===== src/rtl/async_fifo_wr_arbiter_if.sv =====
// ---------------------------------------------------------------------------
// async_fifo_wr_arbiter_if
//
// Groups the requester handshake and the FIFO write port seen by the
// write-side arbiter.
//
//   req_valid [NREQ]        per-requester data valid
//   req_data  [NREQ*DSIZE]  requester i data at [i*DSIZE +: DSIZE]
//   req_ready [NREQ]        per-requester accept (from arbiter)
//   wfull                   FIFO full flag
//   winc                    FIFO write enable (from arbiter)
//   wdata     [DSIZE]       FIFO write data (from arbiter)
//
// master: the arbiter. slave: requesters + FIFO side.
// ---------------------------------------------------------------------------
interface async_fifo_wr_arbiter_if #(
    parameter int DSIZE = 8,
    parameter int NREQ  = 4
);
    logic [NREQ-1:0]       req_valid;
    logic [NREQ*DSIZE-1:0] req_data;
    logic [NREQ-1:0]       req_ready;
    logic                  wfull;
    logic                  winc;
    logic [DSIZE-1:0]      wdata;

    modport master (
        input  req_valid,
        input  req_data,
        input  wfull,
        output req_ready,
        output winc,
        output wdata
    );

    modport slave (
        output req_valid,
        output req_data,
        output wfull,
        input  req_ready,
        input  winc,
        input  wdata
    );
endinterface


===== src/rtl/async_fifo_wr_arbiter.sv =====
// ---------------------------------------------------------------------------
// async_fifo_wr_arbiter
//
// Shares the single async-FIFO write port among NREQ requesters with
// round-robin arbitration and a per-grant burst limit of BURST words.
// Runs entirely in the write clock domain; writes are paced by wfull so a
// full FIFO is never written.
//
// Ports:
//   wclk       write-domain clock
//   wrst_n     synchronous active-low reset
//   bus        requester handshake + FIFO write port (master modport)
//   grant_vld  an owner currently holds the port (registered)
//   grant_id   current owner index (registered)
//   stall_cnt  cycles the owner was blocked by wfull, saturating at 0xFFFF
// ---------------------------------------------------------------------------
module async_fifo_wr_arbiter #(
    parameter int DSIZE = 8,
    parameter int NREQ  = 4,
    parameter int BURST = 4
) (
    input  logic                       wclk,
    input  logic                       wrst_n,
    async_fifo_wr_arbiter_if.master    bus,
    output logic                       grant_vld,
    output logic [$clog2(NREQ)-1:0]    grant_id,
    output logic [15:0]                stall_cnt
);
    localparam int IW = $clog2(NREQ);

    localparam logic [0:0] S_IDLE  = 1'b0;
    localparam logic [0:0] S_GRANT = 1'b1;

    localparam logic [4:0] BURST_LAST = 5'(BURST - 1);

    logic [0:0]      state;
    logic [IW-1:0]   owner;
    logic [4:0]      burst_cnt;

    logic            owner_vld;
    logic            owner_req;
    logic            xfer;
    logic            release_grant;
    logic            arbitrate;
    logic            stall_evt;
    logic            found;
    logic [IW-1:0]   next_owner;
    logic [IW-1:0]   cand;
    logic [NREQ-1:0] ready_vec;

    function automatic logic [15:0] sat_inc16(input logic [15:0] v);
        return (v == 16'hFFFF) ? v : v + 16'd1;
    endfunction

    assign owner_vld = (state == S_GRANT);
    assign owner_req = bus.req_valid[owner];

    // Only the owner is ever ready; reset and a full FIFO both gate it off.
    always_comb begin
        ready_vec = '0;
        if (wrst_n && owner_vld && !bus.wfull) begin
            ready_vec[owner] = 1'b1;
        end
    end

    assign xfer          = owner_req && ready_vec[owner];
    assign release_grant = owner_vld && (!owner_req || (xfer && burst_cnt == BURST_LAST));
    assign arbitrate     = !owner_vld || release_grant;
    assign stall_evt     = owner_vld && owner_req && bus.wfull;

    // Round-robin search starting just after the current owner and ending on
    // the owner itself, so a lone requester is re-granted without a bubble.
    always_comb begin
        found      = 1'b0;
        next_owner = owner;
        cand       = owner;
        for (int k = 1; k <= NREQ; k++) begin
            cand = IW'((int'(owner) + k) % NREQ);
            if (!found && bus.req_valid[cand]) begin
                found      = 1'b1;
                next_owner = cand;
            end
        end
    end

    assign bus.req_ready = ready_vec;
    assign bus.winc      = xfer;
    assign bus.wdata     = owner_vld ? bus.req_data[int'(owner)*DSIZE +: DSIZE] : '0;

    assign grant_vld = owner_vld;
    assign grant_id  = owner;

    always_ff @(posedge wclk) begin
        if (!wrst_n) begin
            state     <= S_IDLE;
            // Last index so the first search after reset begins at requester 0.
            owner     <= IW'(NREQ - 1);
            burst_cnt <= '0;
            stall_cnt <= '0;
        end else begin
            if (arbitrate) begin
                burst_cnt <= '0;
                if (found) begin
                    state <= S_GRANT;
                    owner <= next_owner;
                end else begin
                    state <= S_IDLE;
                end
            end else if (xfer) begin
                burst_cnt <= burst_cnt + 5'd1;
            end

            if (stall_evt) begin
                stall_cnt <= sat_inc16(stall_cnt);
            end
        end
    end
endmodule


===== src/flat_wrapper.sv =====
// flat-port wrapper written by rule: the top's interface ports become plain ports
module async_fifo_wr_arbiter_flat 
#(
    parameter int DSIZE = 8,
    parameter int NREQ  = 4,
    parameter int BURST = 4
)
  (wclk, wrst_n, grant_vld, grant_id, stall_cnt, bus_req_valid, bus_req_data, bus_wfull, bus_req_ready, bus_winc, bus_wdata);
  async_fifo_wr_arbiter_if #(.DSIZE(DSIZE), .NREQ(NREQ)) bus_i ();
  input  logic wclk;
  input  logic wrst_n;
  output logic grant_vld;
  output logic [$clog2(NREQ)-1:0] grant_id;
  output logic [15:0] stall_cnt;
  input wire logic [$bits(bus_i.req_valid)-1:0] bus_req_valid;
  input wire logic [$bits(bus_i.req_data)-1:0] bus_req_data;
  input wire logic [$bits(bus_i.wfull)-1:0] bus_wfull;
  output wire logic [$bits(bus_i.req_ready)-1:0] bus_req_ready;
  output wire logic [$bits(bus_i.winc)-1:0] bus_winc;
  output wire logic [$bits(bus_i.wdata)-1:0] bus_wdata;
  assign bus_i.req_valid = bus_req_valid;
  assign bus_i.req_data = bus_req_data;
  assign bus_i.wfull = bus_wfull;
  assign bus_req_ready = bus_i.req_ready;
  assign bus_winc = bus_i.winc;
  assign bus_wdata = bus_i.wdata;
  async_fifo_wr_arbiter #(.DSIZE(DSIZE), .NREQ(NREQ), .BURST(BURST)) u_core (.wclk(wclk), .wrst_n(wrst_n), .bus(bus_i), .grant_vld(grant_vld), .grant_id(grant_id), .stall_cnt(stall_cnt));
endmodule

===== config.mk =====
export PLATFORM = sky130hd
export DESIGN_NAME = async_fifo_wr_arbiter_flat
export DESIGN_NICKNAME = d
export VERILOG_FILES = /design/src/rtl/async_fifo_wr_arbiter_if.sv /design/src/rtl/async_fifo_wr_arbiter.sv /design/src/flat_wrapper.sv
export SDC_FILE = /design/constraint.sdc
export NUM_CORES = 1
export LEC_CHECK = 0
export CELL_PAD_IN_SITES_DETAIL_PLACEMENT = 1
export CELL_PAD_IN_SITES_GLOBAL_PLACEMENT = 2
export CORE_MARGIN = 3
export CORE_UTILIZATION = 25
export CTS_CLUSTER_SIZE = 8
export DETAILED_ROUTE_END_ITERATION = 8
export PLACE_DENSITY_LB_ADDON = 0.2
export REMOVE_ABC_BUFFERS = 1
export SLEW_MARGIN = 20
export SYNTH_ARGS = -nofsm -noshare
export SYNTH_HDL_FRONTEND = slang
export SYNTH_SLANG_ARGS = --single-unit

===== constraint.sdc =====
create_clock -name wclk -period 3.4 [get_ports wclk]
set_input_delay 0.68 -clock wclk [delete_from_list [all_inputs] [get_ports wclk]]
set_output_delay 0.68 -clock wclk [all_outputs]
set_load 0.1 [all_outputs]

After elaboration in Yosys (flattened, before gate mapping)
Cells that the tools add are included.
{ "word_totals": {"inputBits": 39, "regBits": 24, "elab_cells": 69, "output_inout_bits": 32} }
{ "op_classes": {"n_reduce_logical": 23, "bitwise": 2, "eq_ne": 2, "addsub": 6, "n_shift": 1, "mux": 25, "n_lt_le_gt_ge": 6} }
{ "op_table": {"columns": ["operator", "count"], "rows": [
  ["32-bit by 6-bit variable part select with 8-bit output", 1],
  ["16-bit by 1-bit adder with 16-bit output, second input constant", 1],
  ["16-bit equality test, second input constant", 1],
  ["2-bit by 3-bit < comparator with 1-bit output, second input constant", 5],
  ["1-bit binary-select mux with 2-bit select", 6],
  ["1-bit two-way mux", 12],
  ["1-bit logical AND", 11],
  ["2-bit two-way mux", 4],
  ["8-bit two-way mux", 1],
  ["1-bit logical NOT", 6],
  ["5-bit by 1-bit adder with 5-bit output, second input constant", 1],
  ["5-bit by 2-bit equality test with 1-bit output, second input constant", 1],
  ["2-bit by 1-bit adder with 2-bit output, second input constant", 2],
  ["2-bit adder, second input constant", 2],
  ["4-bit two-way mux", 1],
  ["4-bit nonzero test", 1],
  ["3-bit AND reduction", 1],
  ["1-bit demux with 2-bit select", 1],
  ["2-bit by 1-bit >= comparator with 1-bit output, second input constant", 1],
  ["1-bit logical OR", 2],
  ["1-bit inverter", 2],
  ["2-bit AND reduction", 1],
  ["2-bit OR reduction", 1]
]} }

Longest topological paths before layout
{ "depth": {"depth_word": 14, "mapped_depth": 10, "mapped_depth_nobuf": 7} }

Least setup slack after synthesis
OpenSTA, ideal clock, no wires.
{ "synth_path": {"path_type": "register -> output", "from": "reg u_core.owner[1] (netlist: u_core.grant_id[1])", "to": "out bus_winc", "t_arrival_ns": 2.829, "slack_ns": -0.109, "path_stages_with_launch": 8, "path_cell_list": "dfxtp_1 buf_6 clkbuf_1 inv_1 ha_1 mux4_2 and3_1 buf_2"} }
{ "synth_between": {"elab_chain_len": 8, "elab_cells_between_ends": 11} }
{ "synth_rtl": {"columns": ["item", "line_no", "source"], "rows": [
  ["start, declared", "async_fifo_wr_arbiter.sv:37", "logic [IW-1:0] owner;"],
  ["start signal, assigned", "async_fifo_wr_arbiter.sv:97", "owner <= IW'(NREQ - 1);"],
  ["start signal, assigned", "async_fifo_wr_arbiter.sv:105", "owner <= next_owner;"],
  ["2-bit by 3-bit < comparator with 1-bit output (implied by the code) / 2-bit by 1-bit >= comparator with 1-bit output (equally long branches)", "async_fifo_wr_arbiter.sv:62", "ready_vec[owner] = 1'b1;"],
  ["1-bit logical AND (implied by the code)", "async_fifo_wr_arbiter.sv:62", null],
  ["1-bit two-way mux (implied by the code)", "async_fifo_wr_arbiter.sv:62", null],
  ["1-bit demux with 2-bit select", null, null],
  ["4-bit two-way mux", "async_fifo_wr_arbiter.sv:61", "if (wrst_n && owner_vld && !bus.wfull) begin"],
  ["1-bit binary-select mux with 2-bit select", "async_fifo_wr_arbiter.sv:66", "assign xfer = owner_req && ready_vec[owner];"],
  ["1-bit two-way mux (implied by the code)", "async_fifo_wr_arbiter.sv:66", null],
  ["1-bit logical AND *", "async_fifo_wr_arbiter.sv:66", null],
  ["end, declared", "flat_wrapper.sv:19", "output wire logic [$bits(bus_i.winc)-1:0] bus_winc;"]
]} }
Mark *: on every way between the ends. The rest lies on a longest branch, timed or not. The select of a mux whose other input is x is not followed.

Worst setup path after layout
{ "layout_path": {"from": "in bus_req_valid[3]", "to": "out bus_winc"} }
{ "layout_between": {"elab_chain_len": 3} }
{ "layout_rtl": {"columns": ["item", "line_no", "source"], "rows": [
  ["start, declared", "flat_wrapper.sv:15", "input wire logic [$bits(bus_i.req_valid)-1:0] bus_req_valid;"],
  ["1-bit binary-select mux with 2-bit select", "async_fifo_wr_arbiter.sv:56", "assign owner_req = bus.req_valid[owner];"],
  ["1-bit two-way mux (implied by the code)", "async_fifo_wr_arbiter.sv:56", null],
  ["1-bit logical AND", "async_fifo_wr_arbiter.sv:66", null]
]} }
Every way passes these cells. The select of a mux whose other input is x is not followed.

==> results_dict.tcl <==
set metrics [dict create \
    postCtsHoldBufs 0 \
    crit_path_max_fanout 7 \
    critPathCaptureType "primary output" \
    root_buffer "clkbuf_8" \
    dp_slack_ps 397 \
    dp_hpwl_mm 3.94 \
    coreArea_um2 6870 \
    boundaryPins 71 \
    grt_pass1_vias 1632 \
    cts_resized 0 \
    yosysTopAreaCellShare 0.269 \
    layout-drive-gt1-share 0.249 \
    post_cts_buffers 0 \
    fin_crit_ps 3010 \
    place_congestion 0.783 \
    r2r_start "u_core.grant_id[1]" \
    clock-sinks 24 \
    clkTransAtPathRegs_ps 90 \
    synth-seq-cells 24 \
    relSlewSlack 0.488 \
    antenna_left 0 \
    synth-main-ff-cell "dfxtp_1" \
    routed_via_density 4.77 \
    port-buffer-count 70 \
    cts_tree "built" \
    holdWs_ps 490 \
    grt_remaining_overflow 0 \
    drv_slew 0 \
    grt_max_degree 27 \
    drc 0 \
    post-route-util 0.384 \
    grt_pass1_wl_mm 8.24 \
    clk_path_buf_depth 2 \
    netlist_area_um2 1780 \
    netlist_top_cells_area "dfxtp_1, mux4_2, and2_1, mux2i_1, xor2_1" \
    placed_cells 341 \
    crit_start "bus_req_valid[3]" \
    path_class "primary input to primary output" \
    p_leak_uw 0.00107 \
    worst_slack_ps 388 \
    rows 30 \
    seq_area_frac_synth 0.269 \
    status "completed" \
    rsz0062_at_grt "false" \
    synth_area_leader_cell "dfxtp_1" \
    clk-insertion-delay-late_ps 270 \
    hold_viol 0 \
    htreeDepth 1 \
    antenna_cells 0 \
    drt-pass1-iter-count 4 \
    vdd_drop_max_uv 389 \
    async_reset_ff_frac 0 \
    cp.arrival_ps 2330 \
    power_uw 1510 \
    max_cap_violations 0 \
    setup_viol 0 \
    finalCritPeriodShare 0.886 \
    fmax_mhz 332 \
    die_w_um 90.5 \
    p_per_area_nw_per_um2 571 \
    cts_buffers 3 \
    min_from "u_core.stall_cnt[14]" \
    synth_edf_count 0 \
    required_ps 2720 \
    initialDrtViolationCount 30 \
    worstMarginPinSlew_ps 765 \
    instances_no_fill 345 \
    antenna_found_initial 0 \
    fin_skew_ps 5.33 \
    die_h_um 90.5 \
    area_growth_pct 48.0 \
    hold_path_class "register to register" \
    dieArea_um2 8180 \
    syn_avg_cell_area_um2 9.91 \
    nets 295 \
    start_util 0.260 \
    drt-wirelength-per-cell_um 14.2 \
    grtUsageTotal 0.122 \
    syn_inst 180 \
    yosysWarnings 0 \
    wl_mm 4.91 \
    vias 1644 \
    ys_types 45 \
    crit_path_start_kind "primary input" \
    fillerInstances 783 \
]
-- flip-flops by register name, indices dropped and copies added (netlist names) --
name,count
u_core.grant_id,2
u_core.grant_vld,1
u_core.stall_cnt,16
u_core.burst_cnt,5
-- layout make-up --
type                    instances  area, um^2  share of cell area
multi-input cells             142        1230               0.468
repair buffers                 74         713               0.270
flip-flops and latches         24         480               0.182
inverters                       5        18.8             0.00711
well taps                      96         120              0.0455
clock buffers                   3        41.3              0.0156
clock inverters                 1        30.0              0.0114
-- Yosys cell counts (3+ instances only) --
cell type  count
nand4_1        8
dfxtp_1       24
ha_1           6
nor2_1         7
nand3_1        6
and3_1         5
clkbuf_1       4
and2_1        20
mux4_2        11
a2111oi_2      4
inv_1          5
xor2_1        11
buf_2          3
a21oi_1        3
nand2_1       12
nand2b_1       6
mux2i_1       10
-- stage by stage --
step | cell area (um^2) | setup TNS, ps
2_1_floorplan | 1730 | -1870
3_3_place_gp | 2570 | 0
3_5_place_dp | 2570 | 0
4_1_cts | 2640 | 0
5_1_grt | 2640 | 0
6_report | 2640 | 0
-- final timing paths --
kind | end | slack, ps | depth (start not counted)
setup / recovery | bus_winc | 390 | 4
hold / removal | u_core.stall_cnt[14] | 490 | 2
setup reg to reg | u_core.burst_cnt[4] | 1100 | 7
hold reg to reg | u_core.stall_cnt[14] | 490 | 2
-- logic make-up (layout without fill, tap and decap cells) --
kind of cell / count (synthesis) / after routing / synth area share
compound gates: 24 / 24 / 0.126
xor+xnor: 12 / 12 / 0.0589
fa+ha+maj: 6 / 6 / 0.0421
buf+inv: 14 / 83 / 0.0379
flops: 24 / 24 / 0.269
mux: 22 / 22 / 0.201
simple gates: 78 / 78 / 0.264
-- critical path, cell delays in order --
cell and delay [ps]:
clkdlybuf4s50_1 520, mux4_2 590, and3_1 310, buf_12 210
-- metal layers --
| metal | routed length (um) | vias to the layer above | GRT usage | part of all wire |
|---|---|---|---|---|
| met4 | 67 | 0 | 0.0383 | 0.014 |
| met1 | 2220 | 785 | 0.164 | 0.45 |
| li1 | - | 806 | - | - |
| met5 | 0 | - | 0 | 0 |
| met3 | 292 | 5 | 0.0217 | 0.060 |
| met2 | 2330 | 48 | 0.199 | 0.47 |
-- report_power, final --
part | leakage (uW) | switching, uW | internal, uW
Sequential | 0.000194 | 31.6 | 296
Clock | 0.0000357 | 98.3 | 158
Combinational | 0.000841 | 583 | 340
-- placed cells by master, fill, tap and decap left out, types with 5 or more instances in the layout --
cell              n
mux2i_1          10
nand3_1           6
nand2_1          12
xor2_1           11
clkdlybuf4s50_1  38
nand4_1           8
nand2b_1          6
buf_12            5
mux4_2           11
inv_1             5
ha_1              6
and3_1            5
and2_1           20
nor2_1            7
buf_4            31
dfxtp_1          24
(Power assumes the default switching activity.)
==> RTL edit 1, RTL diff (same settings) <==
`DSIZE` is set to 8 in 3 places; all go to 16.
--- a/src/rtl/async_fifo_wr_arbiter_if.sv
+++ b/src/rtl/async_fifo_wr_arbiter_if.sv
@@ -16,3 +16,3 @@
 interface async_fifo_wr_arbiter_if #(
-    parameter int DSIZE = 8,
+    parameter int DSIZE = 16,
     parameter int NREQ  = 4
--- a/src/rtl/async_fifo_wr_arbiter.sv
+++ b/src/rtl/async_fifo_wr_arbiter.sv
@@ -17,3 +17,3 @@
 module async_fifo_wr_arbiter #(
-    parameter int DSIZE = 8,
+    parameter int DSIZE = 16,
     parameter int NREQ  = 4,
--- a/src/flat_wrapper.sv
+++ b/src/flat_wrapper.sv
@@ -3,3 +3,3 @@
 #(
-    parameter int DSIZE = 8,
+    parameter int DSIZE = 16,
     parameter int NREQ  = 4,
Interface: changed (resized bus_req_data and bus_wdata); port bits go from 71 to 111. No check against the original RTL was run, so the function may have changed too.
==> RTL edit 1 against the original RTL <==
- maximum frequency fell by 2.2%
- wire length rose by 37%
- clock skew fell by 0.00060 ns
- sequential cell count did not move
- global-route usage rose by 3.1 points
- final area rose by 22%
- synthesized area rose by 13%
- worst setup slack got worse by 0.068 ns
- total power rose by 30%
- critical endpoint unchanged
- largest power group unchanged
==> RTL edit 1: results (changes against the original RTL) <==
Worst r2r dst - u_core.stall_cnt[5] (was u_core.burst_cnt[4])
DR vias/cell - 4.898 (was 4.765)
Met2 usage - 27.27% (was 19.85%)
Total track usage - 15.30% (was 12.20%)
Distinct cell type count after synthesis - 47 (was 45)
First-pass GRT wire length - 10.95 mm (was 8.238 mm)
Met1 GRT Util - 17.45% (was 16.39%)
Worst Max-Slew Pin Slew - 0.5570 ns (was 0.7649 ns)
Hold wc startpoint - u_core.stall_cnt[5] (was u_core.stall_cnt[14])
Area after DPL - 3177 um2 (was 2567 um2)
Synth area leaders - dfxtp_1, mux4_2, and2_1 (unchanged)
Routed Wire Length - 6.726 mm (was 4.906 mm)
Dpl hpwl - 5.579 mm (was 3.940 mm)
Outcome - finished, final reports clean (unchanged)
Fraction of layout cells with a size suffix above 1 - 24.35% (was 24.90%)
Worst R2R Setup Slack - 1.00 ns (was 1.10 ns)
Worst VDD drop - 0.4112 mV (was 0.3887 mV)
Met3 usage - 4.893% (was 2.167%)
Commonest cells post-synth - and2_1, dfxtp_1, mux4_2 (was dfxtp_1, and2_1, nand2_1)
Total CTS buffers - 3 (unchanged)
Initial DRC Count - 20 (was 30)
Port Buffers - 110 (was 70)
RR Startpoint - u_core.grant_id[0] (was u_core.grant_id[1])
CP max stage cell - dfxtp_2 (was mux4_2)
Sequential share of the synthesized area - 23.91% (was 26.95%)
Worst hold endpoint - u_core.stall_cnt[5] (was u_core.stall_cnt[14])
Routability Congestion - 0.7578 (was 0.7831)
Worst Reg-to-Reg Cells - 6 (was 7)
Number of routed nets with antenna violations - 0 (unchanged)
Min Hold Slack - 0.5111 ns (was 0.4895 ns)
Vias in the first global route - 2191 (was 1632)
[RTL edit 1: changes by cell type in the layout (fill, tap and decap cells not counted), moves of 7 or more]
cell	unedited run	this run
and2_1	20	29
buf_4	31	39
clkdlybuf4s50_1	38	70
mux4_2	11	18
[RTL edit 1: where the power goes]
part	internal [mW]	total (mW)	switching (mW)
Clock	0.103	0.195	0.0917
Combinational	0.524	1.41	0.886
Sequential	0.298	0.347	0.0488
Total	0.926	1.95	1.03
[RTL edit 1: metrics by stage]
step	power, mW	setup slack (ns)	cells
floorplan	1.444	-0.8313	190
global placement	1.773	0.3795	406
detailed placement	1.779	0.3747	406
CTS	1.980	0.2666	410
global route	2.070	0.1075	410
finish	1.952	0.3198	410
[RTL edit 1: how the worst max path moves through the flow]
stage	startpoint	end	slack, ns	depth (start not counted)
after floorplan	u_core.grant_id[0]	bus_winc	-0.83	4
after global placement	bus_req_valid[0]	bus_winc	0.38	4
after detailed placement	bus_req_valid[0]	bus_winc	0.37	4
after CTS	u_core.grant_id[0]	bus_winc	0.27	5
after global routing	u_core.grant_id[0]	bus_winc	0.11	5
final	u_core.grant_id[0]	bus_winc	0.32	5
[RTL edit 1: cells by family after synthesis]
logic type	after synthesis	share of synthesized area (%)
xor gates and xnor gates	11	4.794
buffers and inverters	15	3.486
muxes	31	27.52
adders and majority gates	6	3.736
AOI/OAI and AO/OA	20	8.219
DFF	24	23.91
and+or+nand+nor	94	28.33
[RTL edit 1: final cells by class]
class | instances | area, um2 | area share, %
multi-input cells | 162 | 1459 | 45.14
flip-flops and latches | 24 | 481.7 | 14.91
well taps | 102 | 127.6 | 3.949
repair buffers | 114 | 1094 | 33.84
clock buffers | 4 | 55.05 | 1.703
inverters | 4 | 15.01 | 0.4646
==> RTL edit 2, RTL diff (same flow settings) <==
Without the edit above. Compare `burst_cnt` against `BURST_LAST` with >= in place of ==.
--- a/src/rtl/async_fifo_wr_arbiter.sv
+++ b/src/rtl/async_fifo_wr_arbiter.sv
@@ -66,3 +66,3 @@
     assign xfer          = owner_req && ready_vec[owner];
-    assign release_grant = owner_vld && (!owner_req || (xfer && burst_cnt == BURST_LAST));
+    assign release_grant = owner_vld && (!owner_req || (xfer && burst_cnt >= BURST_LAST));
     assign arbitrate     = !owner_vld || release_grant;
Check against the original RTL: no difference found for any inputs over 4 cycles, from zero or initial values and one cycle with wrst_n low; that may be too few to reach the edited logic, so the function may still have changed.
==> RTL edit 2 against the original RTL <==
- synthesized cell count is 0.56% higher
- worst setup slack gained 0.056 ns
- final area shrank 5.1%
- largest power group unchanged
- total power shrank 7.8%
- sequential cell count unchanged
- synthesized area fell by 4.9%
- critical endpoint unchanged
- highest routed layer unchanged
- largest cell class unchanged
- global-route usage grew 1.5 points
- wire length grew 5.6%
==> RTL edit 2: results (changes against the original RTL) <==
Outcome - finished, final reports clean (unchanged)
Hold path depth - 1 (was 2)
Worst r2r dst - u_core.grant_id[1] (was u_core.burst_cnt[4])
Synth Instances - 181 (was 180)
Setup crit start - bus_req_valid[0] (was bus_req_valid[3])
Initial DRC Count - 52 (was 30)
First-pass GRT wire length - 8.521 mm (was 8.238 mm)
Compound-cell area share of the yosys netlist - 15.13% (was 12.63%)
Worst VDD drop - 0.2765 mV (was 0.3887 mV)
Fraction of layout cells with a size suffix above 1 - 22.80% (was 24.90%)
Worst R2R Setup Slack - 1.02 ns (was 1.10 ns)
Routability Congestion - 0.7322 (was 0.7831)
Worst Reg-to-Reg Cells - 8 (was 7)
Sequential share of the synthesized area - 28.34% (was 26.95%)
Placed cells - 324 (was 341)
P&R area growth vs syn - 47.75% (was 48.00%)
CP arrival - 2.28 ns (was 2.33 ns)
Worst Max-Slew Pin Slew - 0.6791 ns (was 0.7649 ns)
Synth area leaders - dfxtp_1, mux4_2, xnor2_1 (was dfxtp_1, mux4_2, and2_1)
Min Hold Slack - 0.5134 ns (was 0.4895 ns)
DR vias - 1632 (was 1644)
Net count, final - 297 (was 295)
Commonest cells post-synth - dfxtp_1, nor2_1, and2_1 (was dfxtp_1, and2_1, nand2_1)
Synth Area in Adders - 4.428% (was 4.211%)
Xor and xnor fraction of the mapped netlist area - 5.166% (was 5.895%)
Distinct cell type count after synthesis - 47 (was 45)
Largest net degree at the start of global routing - 19 (was 27)
Fillers - 755 (was 783)
## RTL edit 2: changes by cell type after synthesis, sizes merged, moves of 3 or more
cell,delta
nor3,+5
inv,+3
nand4,-4
xnor2,+9
and2,-6
xor2,-11
nor2,+15
nand2b,-5
## RTL edit 2: routing by layer
layer  routed length, um  track usage [%]  vias to the layer above
met5                   0                0                        -
met4                  22            1.648                        0
met3                 201            2.421                        2
met2                2502            23.05                       36
met1                2452            18.98                      785
li1                    -                -                      809
## RTL edit 2: power breakdown
part	switching, mW	total, mW	internal [mW]
sequential	0.0171	0.313	0.296
combinational	0.587	0.907	0.319
clock	0.0899	0.169	0.0793
## RTL edit 2: worst max-delay path, cell delays in order
cell,delay (ns)
clkdlybuf4s50_1,0.53
mux4_2,0.58
and3_1,0.28
buf_12,0.20
## RTL edit 2: area by class of cell
cell class / count / area share [%]
multi-input combinational: 139 / 45.20
timing repair buffer: 75 / 28.77
sequential: 24 / 19.18
tap: 77 / 3.846
clock buffer: 3 / 1.648
inverter: 9 / 1.349
